==> src/rtl/mem_arbiter.sv <==
// Two-master data-RAM arbiter: CPU port (m0) owns the RAM by default, a secondary
// master (m1) gets the RAM when m0 is idle or after m0 has starved it too long.
module mem_arbiter #(
    parameter int STARVE_LIMIT = 4,
    parameter int MAX_BURST    = 8
) (
    input  logic        clk,
    input  logic        rst,
    input  logic        m0_ce_i,
    input  logic        m0_we_i,
    input  logic [31:0] m0_addr_i,
    input  logic [3:0]  m0_sel_i,
    input  logic [31:0] m0_data_i,
    output logic [31:0] m0_data_o,
    output logic        m0_stall_o,
    input  logic        m1_req_i,
    input  logic        m1_we_i,
    input  logic [31:0] m1_addr_i,
    input  logic [3:0]  m1_sel_i,
    input  logic [31:0] m1_data_i,
    output logic [31:0] m1_data_o,
    output logic        m1_ack_o,
    output logic        ram_ce_o,
    output logic        ram_we_o,
    output logic [31:0] ram_addr_o,
    output logic [3:0]  ram_sel_o,
    output logic [31:0] ram_data_o,
    input  logic [31:0] ram_data_i,
    output logic        owner_o
);

    localparam int CNT_MAX = (STARVE_LIMIT > MAX_BURST) ? STARVE_LIMIT : MAX_BURST;
    localparam int CW      = $clog2(CNT_MAX) + 1;

    localparam logic [0:0] GNT0 = 1'b0;
    localparam logic [0:0] GNT1 = 1'b1;

    localparam logic [CW-1:0] STARVE_LAST = CW'(STARVE_LIMIT - 1);
    localparam logic [CW-1:0] BURST_LAST  = CW'(MAX_BURST - 1);
    localparam logic [CW-1:0] CNT_ONE     = CW'(1);

    logic [0:0]    owner_r;
    logic [0:0]    owner_nxt_s;
    logic [CW-1:0] starve_cnt_r;
    logic [CW-1:0] starve_nxt_s;
    logic [CW-1:0] burst_cnt_r;
    logic [CW-1:0] burst_nxt_s;

    // Next owner and counter values; the burst count saturates so an
    // uncontended m1 grant can last indefinitely without wrapping.
    always_comb begin
        owner_nxt_s  = owner_r;
        starve_nxt_s = starve_cnt_r;
        burst_nxt_s  = burst_cnt_r;
        case (owner_r)
            GNT0: begin
                if (m1_req_i) begin
                    if (!m0_ce_i || (starve_cnt_r == STARVE_LAST)) begin
                        owner_nxt_s  = GNT1;
                        starve_nxt_s = '0;
                        burst_nxt_s  = '0;
                    end else begin
                        starve_nxt_s = starve_cnt_r + CNT_ONE;
                    end
                end else begin
                    starve_nxt_s = '0;
                end
            end
            GNT1: begin
                if (!m1_req_i) begin
                    owner_nxt_s = GNT0;
                end else if (m0_ce_i && (burst_cnt_r == BURST_LAST)) begin
                    owner_nxt_s = GNT0;
                    burst_nxt_s = '0;
                end else if (burst_cnt_r != BURST_LAST) begin
                    burst_nxt_s = burst_cnt_r + CNT_ONE;
                end else begin
                    burst_nxt_s = burst_cnt_r;
                end
            end
            default: begin
                owner_nxt_s  = GNT0;
                starve_nxt_s = '0;
                burst_nxt_s  = '0;
            end
        endcase
    end

    // Owner and counter state registers.
    always_ff @(posedge clk) begin
        if (rst) begin
            owner_r      <= GNT0;
            starve_cnt_r <= '0;
            burst_cnt_r  <= '0;
        end else begin
            owner_r      <= owner_nxt_s;
            starve_cnt_r <= starve_nxt_s;
            burst_cnt_r  <= burst_nxt_s;
        end
    end

    // RAM and master-side muxing from the registered owner; reset quiesces everything.
    always_comb begin
        ram_ce_o   = 1'b0;
        ram_we_o   = 1'b0;
        ram_addr_o = 32'h0000_0000;
        ram_sel_o  = 4'h0;
        ram_data_o = 32'h0000_0000;
        m0_data_o  = 32'h0000_0000;
        m0_stall_o = 1'b0;
        m1_data_o  = 32'h0000_0000;
        m1_ack_o   = 1'b0;
        if (rst) begin
            ram_ce_o = 1'b0;
        end else begin
            case (owner_r)
                GNT0: begin
                    ram_ce_o   = m0_ce_i;
                    ram_we_o   = m0_we_i & m0_ce_i;
                    ram_addr_o = m0_addr_i;
                    ram_sel_o  = m0_sel_i;
                    ram_data_o = m0_data_i;
                    m0_data_o  = ram_data_i;
                end
                GNT1: begin
                    ram_ce_o   = m1_req_i;
                    ram_we_o   = m1_we_i & m1_req_i;
                    ram_addr_o = m1_addr_i;
                    ram_sel_o  = m1_sel_i;
                    ram_data_o = m1_data_i;
                    m1_ack_o   = m1_req_i;
                    m1_data_o  = ram_data_i;
                    m0_stall_o = m0_ce_i;
                end
                default: begin
                    ram_ce_o = 1'b0;
                end
            endcase
        end
    end

    assign owner_o = owner_r;

endmodule

==> config.mk <==
export PLATFORM = sky130hd
export DESIGN_NAME = mem_arbiter
export DESIGN_NICKNAME = d
export VERILOG_FILES = /design/src/rtl/mem_arbiter.sv
export SDC_FILE = /design/constraint.sdc
export NUM_CORES = 1
export LEC_CHECK = 0
export CAP_MARGIN = 20
export CORE_AREA = 2 2 121 123
export DETAILED_ROUTE_END_ITERATION = 8
export DIE_AREA = 0 0 123 125
export GPL_TIMING_DRIVEN = 0
export MAX_ROUTING_LAYER = met4
export PLACE_DENSITY_LB_ADDON = 0.2
export SETUP_SLACK_MARGIN = 0.4
export SLEW_MARGIN = 20
export SYNTH_ARGS = -nofsm -noshare
export SYNTH_HDL_FRONTEND = slang
export SYNTH_SLANG_ARGS = --single-unit
export TNS_END_PERCENT = 10
==> constraint.sdc <==
create_clock -name clk -period 2 [get_ports clk]
set_input_delay 0.4 -clock clk [delete_from_list [all_inputs] [get_ports clk]]
set_output_delay 0.4 -clock clk [all_outputs]
set_load 0.03 [all_outputs]
==> summary.md <==
| Metric | Value |
|---|---|
| Vias in the first global route | `between 3000 and 4000` |
| FF-to-FF setup slack | `0.53 ns` |
| FF-to-FF Start | `starve_cnt_r[0]$_SDFFE_PP0N_` |
| Worst slew pin tran | `0.3650 ns` |
| Area contributors post-synth | `mux2i_1 (33%), and2_1 (20%), nor2_1 (13%)` |
| Syn. warnings | `0` |
| Status | `finished clean` |
| Clock Latency Late Sink | `about 0.24 ns` |
| Hold Path Class | `register to register` |
| Final hold vios | `0` |
| Max_cap viols | `0` |
| CTS root buf | `clkbuf_16` |
| Syn nets | `around 470` |
| Launch point of the worst path | `owner_o$_SDFF_PP0_` |
| Post-DP HPWL | `between 10 and 15 mm` |
| Via count | `between 3000 and 4000` |
| Grt met2 use | `0.2954` |
| Row count | `44` |
| Routed WL | `about 12 mm` |
| Port Buffers | `308` |
| First-pass GRT wire length | `roughly 18 mm` |
| Worst Clk Skew | `0.001573 ns` |
| Detailed Routing Iterations Pass 1 | `4` |
| Layout cell share with drive strength beyond 1 | `0.4770` |
| Power density over the cells | `319.8 nW/um2` |
| Yosys reg bits | `9` |
| R2r worst-path depth | `4` |
| Syn_area_per_cell | `6.944 um2` |
| Mean number of vias per cell | `4.215` |
| Crit. End Element | `output pin` |
| LEAKAGE | `around 2.3 nW` |
| Gr busiest metal | `met2` |
| Die Span X | `123 um` |
| Share of the synthesized area in the top cell type | `0.3346` |
| H-tree depth | `1` |
| M1 GR Usage | `0.1578` |
| WP data required | `about 1.6 ns` |
| Cell chain of the critical path | `buf_12, inv_4, nor2_4, buf_12, clkbuf_16, and2_2, buf_2` |
| Post-synth cell types | `37` |
| Setup CP Type | `register to output pin` |
| Hold-fix buffers, CTS | `0` |
| Worst-path maximum fanout | `10` |
| Initial antenna violation count | `0` |
| Met3 Use GR | `0.02555` |
| Core footprint | `~14000 um2` |
| GR Overflow Total | `0` |
| Nets | `787` |
| Final Max Tran Viols | `0` |
| Worst r2r dst | `starve_cnt_r[3]$_SDFFE_PP0N_` |
| Total clock sinks | `9` |
| CTS buffer count | `3` |
| Final Critical Period | `slightly below 2 ns` |
| Global-route usage over all layers | `0.1507` |
| Worst stage delay on the critical path | `between 0.3 and 0.4 ns` |
| Num ports | `311` |
| Period utilization | `0.9674` |
| Setup TNS Final | `0 ns` |
| EDFF count, synth | `0` |
| Critical path's slowest cell | `dfxtp_4` |
| Clock-pin slew on the worst setup and hold paths | `roughly 0.04 ns` |
| Total power | `between 1.5 and 2 mW` |
| Unrepaired setup endpoints after global routing | `true` |
| Peak supply drop | `~160 uV` |
| Last element of the critical path | `m1_data_o[24]` |
| Mapped Area | `approximately 2000 um2` |
| Ys async rst share | `0` |
| Dominant cell type by area after synthesis | `mux2i_1` |
| Die Ht | `125 um` |
| Most common cell on crit path | `buf_12` |
| Worst slew margin | `0.7556` |
| Crit path DAT | `between 1.5 and 2 ns` |
| Synth Instances | `about 290` |
| Post-route DRC violation count | `0` |
| Placer Congestion | `0.7871` |
| Max Fclk | `just over 0.5 GHz` |
| Crit start category | `register` |
| Seq/Total Area, Yosys | `0.08856` |
| Routed WL per cell | `15.71 um` |
| Fill count | `between 1000 and 1500` |
| Starting density of the core | `0.1432` |
| Max Root-Sink Buffers | `2` |
| Die area | `about 15000 um2` |
| N_diodes | `0` |
| Final setup fails | `0` |
| Largest net degree at the start of global routing | `11` |
| DR iter-0 viols | `around 160` |
| CTS tree | `built` |
| Area delta synth->final | `183.1%` |
| Final ANT Viol Nets | `0` |
| Top_reg_cell synth | `dfxtp_1` |
-- sequential cells by signal, indices dropped and copies added, names as in the netlist --
name and flops:
burst_cnt_r 4, starve_cnt_r 4, owner_o 1
-- per-layer routing --
| layer | vias to the layer above | share of wire |
|---|---|---|
| met1 | 1516 | 0.37 |
| met2 | 200 | 0.53 |
| met4 | 0 | 0.0064 |
| met5 | - | 0 |
| met3 | 6 | 0.096 |
| li1 | 1625 | - |
-- logic make-up after synthesis --
| group | Yosys count | share of synthesized area |
|---|---|---|
| buffers and inverters | 30 | 0.07257 |
| DFF | 9 | 0.08856 |
| muxes | 68 | 0.3346 |
| and+or+nand+nor | 166 | 0.4305 |
| AOI/OAI and AO/OA | 18 | 0.06150 |
| adders and majority gates | 2 | 0.01230 |
-- stage by stage --
step	util	instance area [um2]	worst slack (ns)	hold slack (ns)	instances
final	0.4056	5761	0.06521	0.4992	794
after global routing	0.4056	5761	0.008131	0.5066	794
after CTS	0.3983	5658	0.03863	0.5014	791
after detailed placement	0.3954	5617	-1.017	0.4973	785
after global placement	0.3954	5617	-1.000	0.4776	785
after floorplan	-	2303	0.3238	0.4627	293
-- cell usage after synthesis (4+ instances only) --
cell / n
buf_4: 5
clkbuf_1: 9
mux2i_1: 68
nand2_1: 5
nand3_1: 5
nor2_1: 72
buf_1: 4
dfxtp_1: 9
a21oi_1: 4
and2_1: 66
buf_2: 7
-- worst min path at each step --
stage                                 start                            to  slack (ns)  depth (start not counted)
2_1_floorplan  starve_cnt_r[1]$_SDFFE_PP0N_  starve_cnt_r[1]$_SDFFE_PP0N_        0.46                          2
3_3_place_gp   starve_cnt_r[1]$_SDFFE_PP0N_  starve_cnt_r[1]$_SDFFE_PP0N_        0.48                          2
3_5_place_dp   starve_cnt_r[0]$_SDFFE_PP0N_  starve_cnt_r[0]$_SDFFE_PP0N_        0.50                          2
4_1_cts        starve_cnt_r[0]$_SDFFE_PP0N_  starve_cnt_r[0]$_SDFFE_PP0N_        0.50                          2
5_1_grt                            m1_req_i   burst_cnt_r[2]$_SDFFE_PP0P_        0.51                          3
6_report       starve_cnt_r[0]$_SDFFE_PP0N_  starve_cnt_r[0]$_SDFFE_PP0N_        0.50                          2
-- final cells by class --
type	count	area, um2	area share
repair buffers	313	2810	0.4878
multi-input cells	254	2068	0.3590
plain buffers	26	371.6	0.06451
well taps	184	230.2	0.03997
flip-flops and latches	9	183.9	0.03193
clock buffers	4	78.83	0.01368
inverters	4	17.52	0.003041
-- power breakdown --
part | leakage [nW] | internal, mW | switching [mW]
registers | 0.0735 | 0.182 | 0.00333
logic | 2.22 | 0.657 | 0.637
clock network | 0.0382 | 0.267 | 0.0952
total | 2.33 | 1.11 | 0.735
-- worst max-delay path, delay by kind of cell, from the launching register on --
family,cells,cell delay [ns]
flops,1,0.36
buf+inv,5,0.68
simple gates,2,0.25
-- cell usage in the layout, fill, tap and decap left out, types with 3 or more instances in the layout --
cell type,count
a21oi_1,3
a31oi_1,3
and2_1,36
and2_2,30
and3b_1,3
buf_12,6
buf_2,61
buf_4,12
buf_6,6
buf_8,9
clkbuf_16,4
clkbuf_2,7
clkbuf_4,13
clkbuf_8,5
clkdlybuf4s15_2,39
clkdlybuf4s18_2,6
clkdlybuf4s50_1,171
dfxtp_1,8
dlygate4sd2_1,3
mux2i_1,48
mux2i_2,14
mux2i_4,6
nand2_1,5
nand3_1,5
nor2_1,5
nor2_2,63
nor2_4,4
o211ai_1,3
-- timing repair --
item,4_1_cts,5_1_grt
pin swaps,1,2
resized for setup,635,54
gates cloned,0,1
endpoints found under the setup margin,137,137
setup buffers,2,2
(Power assumes the default switching activity.)
